File: src/rtl/rv32_pkg.sv
// Shared RV32 definitions for the fetch stage: word size, bubble encoding,
// default reset PC, the {pc, inst} fetch entry and the sequential-PC helper.
package rv32_pkg;

  localparam int XLEN = 32;
  localparam logic [XLEN-1:0] INST_BUBBLE      = 32'h0000_0000;
  localparam logic [XLEN-1:0] DEFAULT_RESET_PC = 32'h0000_0000;

  typedef struct packed {
    logic [XLEN-1:0] pc;
    logic [XLEN-1:0] inst;
  } fetch_entry_t;

  // Next sequential fetch address; wraps modulo 2^32.
  function automatic logic [XLEN-1:0] pc_next(input logic [XLEN-1:0] pc);
    return pc + 32'd4;
  endfunction

endpackage

File: src/rtl/ifetch_fifo.sv
// Small synchronous FIFO of fetch entries with a flush input and an occupancy
// count. Used both as the prefetch buffer and as the PC shadow queue.
// Callers never push when full or pop when empty.
module ifetch_fifo
  import rv32_pkg::*;
#(
  parameter int DEPTH = 2,
  parameter int CW    = $clog2(DEPTH) + 1
) (
  input  logic          clk,
  input  logic          clrn,
  input  logic          flush,
  input  logic          push,
  input  fetch_entry_t  push_data,
  input  logic          pop,
  output fetch_entry_t  head,
  output logic [CW-1:0] count
);

  localparam int AW = $clog2(DEPTH);

  fetch_entry_t  mem [DEPTH];
  logic [AW-1:0] rd_ptr;
  logic [AW-1:0] wr_ptr;

  // Pointer and occupancy update; a flush empties the queue and overrides push/pop.
  always_ff @(posedge clk or negedge clrn) begin
    if (!clrn) begin
      rd_ptr <= '0;
      wr_ptr <= '0;
      count  <= '0;
    end else if (flush) begin
      rd_ptr <= '0;
      wr_ptr <= '0;
      count  <= '0;
    end else begin
      if (push) wr_ptr <= wr_ptr + AW'(1);
      if (pop)  rd_ptr <= rd_ptr + AW'(1);
      count <= count + CW'(push) - CW'(pop);
    end
  end

  // Entry storage needs no reset: a slot is only read after it has been written.
  always_ff @(posedge clk) begin
    if (push && !flush) mem[wr_ptr] <= push_data;
  end

  assign head = mem[rd_ptr];

endmodule

File: src/rtl/ifetch_unit.sv
// RV32I instruction fetch stage. Issues in-order word fetches under a credit
// limit so the prefetch FIFO can never overflow, tags returning words with
// their PCs from a shadow queue, and presents one {pc, inst} per cycle to IF/ID.
// A redirect (PCsrc) flushes buffered words and discards in-flight responses.
// Optional feature macro: IFETCH_MISALIGN_TRAP_EN -- a misaligned redirect
// target pulses misalign_o and halts fetching until the next redirect.
// Without it, the target's low two bits are forced to zero.
module ifetch_unit
  import rv32_pkg::*;
#(
  parameter logic [XLEN-1:0] RESET_PC   = DEFAULT_RESET_PC,
  parameter int              FIFO_DEPTH = 2
) (
  input  logic            clk,
  input  logic            clrn,
  output logic            imem_req_valid,
  input  logic            imem_req_ready,
  output logic [XLEN-1:0] imem_addr,
  input  logic            imem_rsp_valid,
  input  logic [XLEN-1:0] imem_rdata,
  input  logic            ifid_write,
  input  logic            PCsrc,
  input  logic [XLEN-1:0] pc_target,
  output logic [XLEN-1:0] pc_o,
  output logic [XLEN-1:0] inst_o,
  output logic            inst_valid,
  output logic            misalign_o
);

  localparam int CW = $clog2(FIFO_DEPTH) + 1;

  logic [XLEN-1:0] fetch_pc;
  logic [XLEN-1:0] redirect_pc;
  logic [CW-1:0]   outstanding;
  logic [CW-1:0]   drop_cnt;
  logic [CW-1:0]   fifo_count;
  logic [CW-1:0]   shadow_count;
  logic            halted;
  logic            handshake;
  logic            rsp_drop;
  logic            rsp_keep;
  logic            push;
  logic            pop;
  fetch_entry_t    head;
  fetch_entry_t    shadow_head;
  fetch_entry_t    push_entry;
  fetch_entry_t    shadow_entry;
  logic            shadow_unused;

  assign handshake = imem_req_valid && imem_req_ready;
  assign rsp_drop  = imem_rsp_valid && (drop_cnt != '0);
  assign rsp_keep  = imem_rsp_valid && (drop_cnt == '0);
  assign push      = rsp_keep && !PCsrc;
  assign pop       = inst_valid && ifid_write && !PCsrc;

  // Only request when a buffer slot is guaranteed for every word already in flight.
  assign imem_req_valid = clrn && !PCsrc && !halted &&
                          (({1'b0, outstanding} + {1'b0, fifo_count}) < (CW + 1)'(FIFO_DEPTH));
  assign imem_addr = fetch_pc;

  assign shadow_entry = '{pc: fetch_pc, inst: INST_BUBBLE};
  assign push_entry   = '{pc: shadow_head.pc, inst: imem_rdata};

`ifdef IFETCH_MISALIGN_TRAP_EN
  logic target_misaligned;
  logic misalign_q;
  logic halted_q;

  assign target_misaligned = (pc_target[1:0] != 2'b00);
  assign redirect_pc       = target_misaligned ? fetch_pc : pc_target;
  assign halted            = halted_q;
  assign misalign_o        = misalign_q;

  // Misaligned redirect: one-cycle flag, and fetching stays halted until the next redirect.
  always_ff @(posedge clk or negedge clrn) begin
    if (!clrn) begin
      misalign_q <= 1'b0;
      halted_q   <= 1'b0;
    end else begin
      misalign_q <= PCsrc && target_misaligned;
      if (PCsrc) halted_q <= target_misaligned;
    end
  end

  assign shadow_unused = ^{shadow_count, shadow_head.inst};
`else
  assign redirect_pc   = {pc_target[XLEN-1:2], 2'b00};
  assign halted        = 1'b0;
  assign misalign_o    = 1'b0;
  assign shadow_unused = ^{shadow_count, shadow_head.inst, pc_target[1:0]};
`endif

  // Fetch PC and counters; on redirect every word still in flight after this edge is marked for discard.
  always_ff @(posedge clk or negedge clrn) begin
    if (!clrn) begin
      fetch_pc    <= RESET_PC;
      outstanding <= '0;
      drop_cnt    <= '0;
    end else begin
      outstanding <= outstanding + CW'(handshake) - CW'(imem_rsp_valid);
      if (PCsrc) begin
        fetch_pc <= redirect_pc;
        drop_cnt <= outstanding + CW'(handshake) - CW'(imem_rsp_valid);
      end else begin
        if (handshake) fetch_pc <= pc_next(fetch_pc);
        if (rsp_drop)  drop_cnt <= drop_cnt - CW'(1);
      end
    end
  end

  ifetch_fifo #(.DEPTH(FIFO_DEPTH), .CW(CW)) u_prefetch (
    .clk       (clk),
    .clrn      (clrn),
    .flush     (PCsrc),
    .push      (push),
    .push_data (push_entry),
    .pop       (pop),
    .head      (head),
    .count     (fifo_count)
  );

  ifetch_fifo #(.DEPTH(FIFO_DEPTH), .CW(CW)) u_pc_shadow (
    .clk       (clk),
    .clrn      (clrn),
    .flush     (PCsrc),
    .push      (handshake),
    .push_data (shadow_entry),
    .pop       (push),
    .head      (shadow_head),
    .count     (shadow_count)
  );

  assign inst_valid = (fifo_count != '0);
  assign pc_o       = inst_valid ? head.pc   : '0;
  assign inst_o     = inst_valid ? head.inst : INST_BUBBLE;

endmodule

File: config.mk
export PLATFORM = sky130hd
export DESIGN_NAME = ifetch_unit
export DESIGN_NICKNAME = d
export VERILOG_FILES = /design/src/rtl/rv32_pkg.sv /design/src/rtl/ifetch_fifo.sv /design/src/rtl/ifetch_unit.sv
export SDC_FILE = /design/constraint.sdc
export NUM_CORES = 1
export LEC_CHECK = 0
export ABC_AREA = 0
export CAP_MARGIN = 20
export CORE_MARGIN = 2
export CORE_UTILIZATION = 56
export DETAILED_ROUTE_END_ITERATION = 8
export GPL_TIMING_DRIVEN = 0
export PLACE_DENSITY = 0.91
export SYNTH_ARGS = -nofsm -noshare
export SYNTH_HDL_FRONTEND = slang
export SYNTH_SLANG_ARGS = --single-unit
export TNS_END_PERCENT = 30
File: constraint.sdc
create_clock -name clk -period 15.5 [get_ports clk]
set_clock_uncertainty 0.2 [all_clocks]
set_input_delay 3.1 -clock clk [delete_from_list [all_inputs] [get_ports clk]]
set_output_delay 3.1 -clock clk [all_outputs]
set_load 0.01 [all_outputs]
[Yosys cells after proc, flatten, opt, wreduce, memory -nomap -nowiden]
Memory sizes are Yosys's and may differ from the RTL's.
Index checks and enable logic that the tools add are counted.
Storage, ports and cells
  bits in registers: 42
  RAM bits: 192
  output and inout bits: 99
  logic and storage cells: 59
  memories kept: 2
Memories
  u_prefetch.mem: words 2, width 64, rd ports 1, clocked after Yosys merged registers in 0, write ports 1, RTL line ifetch_fifo.sv:22  | fetch_entry_t mem [DEPTH];
  u_pc_shadow.mem: words 2, width 32, rd ports 1, clocked after Yosys merged registers in 0, write ports 1, RTL line ifetch_fifo.sv:22
Operators by class
  $add $sub $neg: 11
  magnitude comparators: 1
  multiplexer cells: 19
  reduce and logical (&&, ||, !) cells: 18
Operators by type and width (count)
  $mux 32: 4
  $add 32x3->32 const B: 1
  $mux 1: 12
  $reduce_bool 2->1: 6
  $logic_and 1x1->1: 10
  $mux 2: 3
  $add 1x1->1 const B: 4
  $add 2x1->2: 2
  $sub 2x1->2: 2
  $add 2x2->3: 1
  $lt 3x2->1 const B: 1
  $logic_not 2->1: 1
  $sub 2x1->2 const B: 1
  $logic_not 1->1: 1

[Depth between registers and ports, before layout]
Gate-level depths: netlist of the first run.
  word-level depth: 7
  depth in mapped cells: 11
  depth with buffers taken out: 11

[By module]
Synthesis of the first run repeated with hierarchy kept, for this count alone.
Unflattened totals
  cell total of the unflattened synthesis: 739
  area total of the unflattened synthesis: 12572.1 sq um
Modules (own cells, without submodules)
  ifetch_fifo: instances 2, cells an instance 216, area each 5031.1 sq um
  ifetch_unit: instances 1, cells an instance 307, area each 2509.9 sq um

[Worst setup path before layout of the first run]
No wires, ideal clock.
  kind: input-to-reg
  from: input PCsrc
  to: memory u_prefetch.mem[0][0] in the netlist's numbering, enable pin
  setup time: 0.559 ns
  data arrival time: 7.930 ns
  required time: 14.741 ns
  slack: 6.812 ns
  cell stages on the path: 4
  buffers on the path: 3
  path through: buf_2 > buf_1 > buf_1 > nor3_1
On the way
  word-level cells in the longest chain between the ends: 5
RTL lines
  start, declared: RTL line ifetch_unit.sv:22  | input logic PCsrc,
  $logic_not 1->1 (*): RTL line ifetch_fifo.sv:45, ifetch_unit.sv:53
  $logic_and 1x1->1: RTL line ifetch_unit.sv:53  | assign push = rsp_keep && !PCsrc;
  $logic_and 1x1->1 (*): RTL line ifetch_fifo.sv:45  | if (push && !flush) mem[wr_ptr] <= push_data;
  $mux 1 (*): RTL line ifetch_fifo.sv:45
  $mux 1 (not written as such) (*): RTL line ifetch_fifo.sv:45
  end, declared: RTL line ifetch_fifo.sv:22
Mark *: on every way between the ends. The rest lies on a longest branch, timed or not.

[Worst setup path in the final report of the first run]
  from: input clrn
  to: output imem_req_valid
On the way
  word-level cells in the longest chain between the ends: 2
RTL lines
  start, declared: RTL line ifetch_unit.sv:15  | input logic clrn,
  $logic_and 1x1->1 (2 in series): RTL line ifetch_unit.sv:57  | assign imem_req_valid = clrn && !PCsrc && !halted &&
  end, declared: RTL line ifetch_unit.sv:16  | output logic imem_req_valid,
No other way between the ends.

==> results of run 1 <==
==> layout by cell type (no fill, tap or decap), types with 5 or more instances in the layout <==
master,count
inv_1,15
conb_1,5
nand4_1,14
and4_1,5
and2_1,6
buf_1,6
xor2_1,6
mux2_2,31
clkdlybuf4s50_1,159
o31ai_1,6
xnor2_1,13
nand2_1,27
or4_1,7
buf_6,6
nand3_1,16
buf_4,5
edfxtp_1,184
buf_2,5
o21ai_0,14
nor2_1,83
dfrtp_1,40
clkbuf_16,24
clkbuf_1,25
mux2i_1,63
ha_1,6
nor4_1,7
a31oi_1,6
and3_1,7
==> per-layer routing <==
layer | up-vias | global-route usage (%) | part of all wire (%) | wire length (um)
li1 | 2748 | - | - | -
met1 | 2862 | 27.8 | 38 | 7610
met2 | 308 | 37.7 | 50 | 10000
met3 | 67 | 4.67 | 8.3 | 1670
met4 | 0 | 10.9 | 4.0 | 806
met5 | - | 0 | 0 | 0
==> logic make-up (layout without fill, tap and decap cells) <==
kind of cell             count (synthesis)  in the layout  synth area share [%]
AND/OR/NAND/NOR                        192            192                  10.2
adder cells (fa/ha/maj)                  7              7                  1.03
XOR/XNOR                                19             19                  1.80
multiplexers                            94             94                  10.6
buffers and inverters                   52            259                  2.46
AO/OA/AOI/OAI                           45             45                  3.46
flip-flops                             224            224                  70.4
other                                    1              5                0.0405
==> metrics by stage <==
step,total power (W),utilization (%)
finish,0.00170,73.5
global route,0.00176,73.5
CTS,0.00171,73.5
detailed placement,0.00116,68.9
global placement,0.00115,68.2
floorplan,0.000975,-
==> registers in the layout (all words and copies together), names as in the netlist <==
register and count:
u_pc_shadow.wr_ptr 1, u_prefetch.rd_ptr 1, u_pc_shadow.mem 60, u_pc_shadow.rd_ptr 1
u_prefetch.wr_ptr 1, outstanding 2, drop_cnt 2, u_prefetch.count 2
u_prefetch.mem 124, imem_addr 30
==> how the worst max path moves through the flow <==
| stage | slack (ps) | cells past startpoint | from | to |
|---|---|---|---|---|
| final | 7450 | 4 | clrn | imem_req_valid |
| after global routing | 7300 | 4 | clrn | imem_req_valid |
| after CTS | 7430 | 4 | clrn | imem_req_valid |
| after detailed placement | 7460 | 4 | clrn | imem_req_valid |
| after global placement | 4010 | 4 | PCsrc | u_prefetch.mem[0][9] |
| after floorplan | 6810 | 4 | PCsrc | u_prefetch.mem[0][0] |
==> worst reg2reg max path: stages (launching register included) <==
cell	delay, ps
dfrtp_1	400
and2_1	160
fa_1	500
nor4b_2	480
nand2_1	280
ha_1	340
inv_1	40
ha_1	190
xnor2_1	260
xnor2_1	200
nand2_1	80
o21ai_0	80
==> power breakdown <==
part	switching, W	internal (W)
clock	0.000217	0.000327
combinational	0.000204	0.000198
sequential	0.0000328	0.000720
==> layout make-up <==
type / instances / area, sq um / share of cell area (%)
flip-flops and latches: 224 / 6530 / 54.3
multi-input cells: 362 / 2540 / 21.2
repair buffers: 167 / 1690 / 14.1
clock buffers: 32 / 651 / 5.42
well taps: 220 / 275 / 2.29
plain buffers: 36 / 168 / 1.40
clock inverters: 8 / 103 / 0.854
inverters: 16 / 60.1 / 0.500
==> results.ini, run 1 <==
[placement]
gp_congestion=0.857
place_area_sq_mm=0.0113
pre_cts_ws_ps=7460
port_buffers=160
dp_hpwl_um=13300
dp_cells=1025

[clock_network]
cts_buffer_depth=3
numCtsBuffers=22
cts_setup_buffers=0
h-tree-depth=1
cts_sinks=224
cts_tree=yes
cts-root-buf=clkbuf_16
cts_hold_buf=0
cts_resized=0
clkSlewWorstSetupHoldPaths_ps=60
clock_latency_ps=490

[routing]
via_per_inst=5.62
first_iter_violations=404
post_drt_wl_per_cell_um=18.9
route.detailed.drc=0
vias=5985
first_pass_iters=5
drt_wl_total_um=20100
ant_nets=0

[setup_path]
r2r_end=drop_cnt[1]
worstPathMaxFanout=30
arrival_ps=4750
r2r_slack_ps=12200
startpoint_type=input pin
path_buf_inv=3
r2r.worst_path.cells=11
path_delay_family=buffers and inverters
slowest_stage=clkdlybuf4s50_1
worstReg2RegStart=u_prefetch.count[0]
path_class=input pin to output pin
required_ps=12200
crit_path_max_incr_delay_ps=630
crit_chain=buf_2 > buf_12 > nor4b_2 > clkdlybuf4s50_1
crit_path_end_kind=output pin

[global_routing]
grt_pass1_vias=5932
grt_max_degree=63
grt_pass1_wl_um=30800
grt_overflow_total=0
gr-usage-all-layers_pct=22.4
antenna_found_initial=0

[hold_path]
min_delay_path_depth=0
hp-start=imem_addr[13]
hold_class=flip-flop to flip-flop
min_to=u_pc_shadow.mem[1][13]

[run_status]
status=complete, no violations

[finish]
fin_area_sq_mm=0.0120
fin_nets=906
area_growth_pct=29.7
final_cells=1065
antenna_cells=0
layout-drive-gt1-share_pct=11.0
fill_cells=1051

[timing]
final-hold-violation-count=0
slew_viol_final=0
fin_crit_sh_pct=51.9
timing.fmax_ghz=0.124
setup_ws_ps=7450
post-route-min-period_ps=8050
rsz0062_at_grt=false
worst_pin_slew_ps=1130
slew_headroom_pct=24.6
setup_tns_ps=0
setup_viol=0
fin_hold_ws_ps=327

[yosys]
synth_top_cells_by_area=edfxtp_1 (60%), dfrtp_1 (11%), mux2i_1 (6.8%)
synth_most_common_cell=edfxtp_1
synth-seq-cells=224
yosysTopAreaCellShare_pct=59.6
netlist_area_sq_mm=0.00926
synth_edf_count=184
synth_cell_type_count=49
synthTopCellsByCount=edfxtp_1 (184), nor2_1 (84), mux2i_1 (63), dfrtp_1 (40), mux2_2 (31)
ys.flop_type=edfxtp_1
syn_inst=634
yosysTopAreaCell=edfxtp_1
ys_seq_area_share_pct=70.4
syn_avg_cell_area_sq_um=14.6
ys_async_sr_fraction_pct=17.9
ys_warn_count=0

[floorplan]
io_pins=169
dieArea_sq_mm=0.0176
rows=47
die_y_um=133
core_sq_mm=0.0163
start_util_pct=56.7
die_w_um=133

[power]
power_density_mw_per_mm2=141
p_leak_nw=4.10
ir_worst_vdd_v=0.0000774

[run]
max_cap_viol_count=0

Note: power is estimated with default switching activity, not from simulation.
==> run 2: changes to the inputs <==
CORE_UTILIZATION = 47   (was 56)
PLACE_DENSITY = 0.82   (was 0.91)
clock period = 7.1 ns   (was 15.5 ns; I/O delays follow)
==> results.ini, run 2 (same netlist as run 1, synthesis figures left out) <==
[run_status]
status=complete, no violations

[setup_path]
r2r_end=drop_cnt[1]
arrival_ps=3120
worstReg2RegStart=outstanding[0]
startpoint_type=input pin
worstPathMaxFanout=26
r2r.worst_path.cells=11
crit_path_end_kind=output pin
r2r_slack_ps=3910
path_class=input pin to output pin
required_ps=5480

[clock_network]
cts_hold_buf=0
cts_sinks=224
clock_latency_ps=510
cts_buffer_depth=3
cts-root-buf=clkbuf_16
cts_resized=0
h-tree-depth=1
cts_tree=yes
numCtsBuffers=22
clkSlewWorstSetupHoldPaths_ps=70
cts_setup_buffers=0

[placement]
dp_hpwl_um=14100
gp_congestion=0.880
port_buffers=160
pre_cts_ws_ps=2340

[finish]
regMostFlops=u_prefetch.mem
antenna_cells=0
final_cell_mix=edfxtp_1 (184), clkdlybuf4s50_1 (159), nor2_1 (83)
area_growth_pct=30.1
layout-drive-gt1-share_pct=10.5
fin_util_pct=62.1
fill_cells=1471
largest_register_ffs=124
layout_commonest_cell=edfxtp_1
fin_nets=908

[timing]
fin_crit_sh_pct=66.8
timing.fmax_ghz=0.211
rsz0062_at_grt=false
post-route-min-period_ps=4740
slew_viol_final=0
setup_ws_ps=2360
worst_pin_slew_ps=901
setup_viol=0
fin_hold_ws_ps=322
final-hold-violation-count=0
setup_tns_ps=0
slew_headroom_pct=40.0

[floorplan]
io_pins=169
dieArea_sq_mm=0.0208
die_y_um=144
core_sq_mm=0.0194
rows=51
start_util_pct=47.8
die_w_um=144

[power]
p_leak_nw=4.09
power_density_mw_per_mm2=303
ir_worst_vdd_v=0.000158

[routing]
via_per_inst=5.32
first_pass_iters=5
route.detailed.drc=0
post_drt_wl_per_cell_um=18.6
vias=5902
first_iter_violations=400
ant_nets=0
drt_wl_total_um=20600

[hold_path]
hold_class=flip-flop to flip-flop
min_to=u_pc_shadow.mem[0][13]
hp-start=imem_addr[13]
min_delay_path_depth=0

[global_routing]
grt_pass1_vias=5877
grt_overflow_total=0
grt_max_degree=63
grt_pass1_wl_um=31100
antenna_found_initial=0
gr-usage-all-layers_pct=19.6

[run]
max_cap_viol_count=0

[run 2: metrics by stage]
stage | cell area (sq um) | total power [W] | std cells
floorplan | 9280 | 0.00213 | 638
global placement | 11200 | 0.00252 | 1063
detailed placement | 11400 | 0.00256 | 1072
CTS | 12100 | 0.00368 | 1110
global route | 12100 | 0.00383 | 1110
finish | 12100 | 0.00365 | 1110
[run 2: per-layer routing]
metal	track usage, %	routed length (um)	part of all wire [%]
met3	4.11	1580	7.7
met4	5.98	468	2.3
met2	33.9	10300	50
met1	24.9	8250	40
met5	0	0	0
[run 2: how the worst max path moves through the flow]
stage | from | to | cells past startpoint
2_1_floorplan | PCsrc | u_prefetch.mem[0][0] | 4
3_3_place_gp | PCsrc | u_prefetch.mem[0][21] | 4
3_5_place_dp | clrn | imem_req_valid | 4
4_1_cts | clrn | imem_req_valid | 4
5_1_grt | clrn | imem_req_valid | 4
6_report | clrn | imem_req_valid | 4
[run 2: area by class of cell]
cell class	instances	area, sq um	area share [%]
inverter	16	60.1	0.498
tap	265	332	2.75
timing repair buffer	169	1730	14.4
multi-input combinational	362	2540	21.1
buffer	36	168	1.39
sequential	224	6530	54.2
clock inverter	8	91.3	0.758
clock buffer	30	602	4.99
[run 2: power breakdown]
group	leakage (nW)	switching, W	internal (W)
combinational	1.61	0.000443	0.000440
clock	0.329	0.000462	0.000665
sequential	2.15	0.0000702	0.00157
[run 2: worst max-delay path: stages]
cell and delay [ps]:
buf_2 390, buf_12 250, nor4b_2 420, clkdlybuf4s50_1 630
==> run 3: changes to the inputs <==
CORE_UTILIZATION = 52   (was 47)
PLACE_DENSITY = 0.85   (was 0.82)
clock period = 4.9 ns   (was 7.1 ns; I/O delays follow)
==> results.ini, run 3 (same netlist as run 1, synthesis figures left out) <==
[routing]
ant_nets=0
vias=5961
via_per_inst=5.57
post_drt_wl_per_cell_um=18.6
first_iter_violations=401
first_pass_iters=6
drt_wl_total_um=19900
route.detailed.drc=0

[global_routing]
gr-usage-all-layers_pct=21.4
grt_max_degree=63
grt_overflow_total=0
antenna_found_initial=0
grt_pass1_vias=5973
grt_pass1_wl_um=30800

[clock_network]
cts_tree=yes
numCtsBuffers=23
cts_buffer_depth=3
cts-root-buf=clkbuf_16
cts_hold_buf=0
cts_setup_buffers=0
clock_latency_ps=500
cts_resized=0
h-tree-depth=1
cts_sinks=224
clkSlewWorstSetupHoldPaths_ps=60

[timing]
worst_pin_slew_ps=966
slew_viol_final=0
timing.fmax_ghz=0.244
slew_headroom_pct=35.4
rsz0062_at_grt=false
fin_crit_sh_pct=83.8
setup_ws_ps=793
fin_hold_ws_ps=176
final-hold-violation-count=0
setup_viol=0
post-route-min-period_ps=4110

[placement]
pre_cts_ws_ps=1070
gp_congestion=0.857
dp_hpwl_um=13600
dp_cells=1028
port_buffers=160

[power]
p_leak_nw=4.10
total_power_w=0.00535
power_density_mw_per_mm2=444
ir_worst_vdd_v=0.000323

[finish]
area_growth_pct=30.0
layout-drive-gt1-share_pct=10.8
layout_commonest_cell=edfxtp_1
antenna_cells=0
fin_nets=905
fin_util_pct=69.4
fill_cells=1181
regMostFlops=u_prefetch.mem
final_cells=1070
largest_register_ffs=124
final_cell_mix=edfxtp_1 (184), clkdlybuf4s50_1 (159), nor2_1 (83)

[run]
max_cap_viol_count=0

[floorplan]
die_w_um=137
rows=48
core_sq_mm=0.0174
die_y_um=137
dieArea_sq_mm=0.0189
start_util_pct=53.4
io_pins=169

[setup_path]
path_class=flip-flop to output pin
arrival_ps=2930
crit_top_cell=clkbuf_1
startpoint_type=flip-flop
crit_path_end_kind=output pin
r2r_slack_ps=1700
crit_chain=clkbuf_1 > clkbuf_1 > mux2i_1 > nor2_1 > clkdlybuf4s50_1
r2r.worst_path.cells=11
slowest_stage=clkbuf_1
crit_path_max_incr_delay_ps=640
worstPathMaxFanout=10
required_ps=3720

[run_status]
status=complete, no violations

[hold_path]
hold_class=input pin to asynchronous set/reset pin

run 3: changes by cell type in the layout (fill, tap and decap cells not counted), sizes merged:
| cell | before | now |
|---|---|---|
| buf | 26 | 22 |
| inv | 15 | 16 |
| clkbuf | 50 | 51 |
| clkinv | 5 | 7 |
run 3: power by group:
part           total (W)  internal [W]  switching (W)  leakage (nW)
combinational    0.00127      0.000636       0.000636          1.59
sequential       0.00238       0.00228       0.000105          2.15
clock            0.00169       0.00102       0.000676         0.360
total            0.00535       0.00393        0.00142          4.10
run 3: critical path, delay by kind of cell (launching register included):
family	cells	cell delay [ps]
multiplexers	1	160
buffers and inverters	3	1750
AND/OR/NAND/NOR	1	180
flip-flops	1	320
run 3: metal layers:
metal,GRT usage (%),up-vias,part of all wire [%]
li1,-,2754,-
met1,26.9,2902,39
met2,36.8,261,50
met3,4.30,44,8.2
met4,7.67,0,3.0
met5,0,-,0
run 3: layout make-up:
cell class / instances / area, sq um / area share, %
plain buffers: 36 / 168 / 1.39
well taps: 225 / 282 / 2.34
clock inverters: 11 / 110 / 0.915
multi-input cells: 362 / 2550 / 21.2
clock buffers: 31 / 636 / 5.28
flip-flops and latches: 224 / 6530 / 54.2
inverters: 16 / 60.1 / 0.499
repair buffers: 165 / 1710 / 14.2
run 3: worst paths after layout:
kind	startpoint	end
max	u_prefetch.rd_ptr	pc_o[13]
min	clrn	imem_addr[13]
max reg2reg	outstanding[0]	drop_cnt[1]
min reg2reg	outstanding[0]	outstanding[0]
max in group asynchronous	clrn	u_prefetch.rd_ptr
min in group clk	outstanding[0]	outstanding[0]
run 3: stage by stage:
step	setup TNS (ps)	cell area [sq um]
after detailed placement	0	11300
after global routing	0	12000
after floorplan	0	9280
final	0	12000
after global placement	-151570	11200
after CTS	0	12000
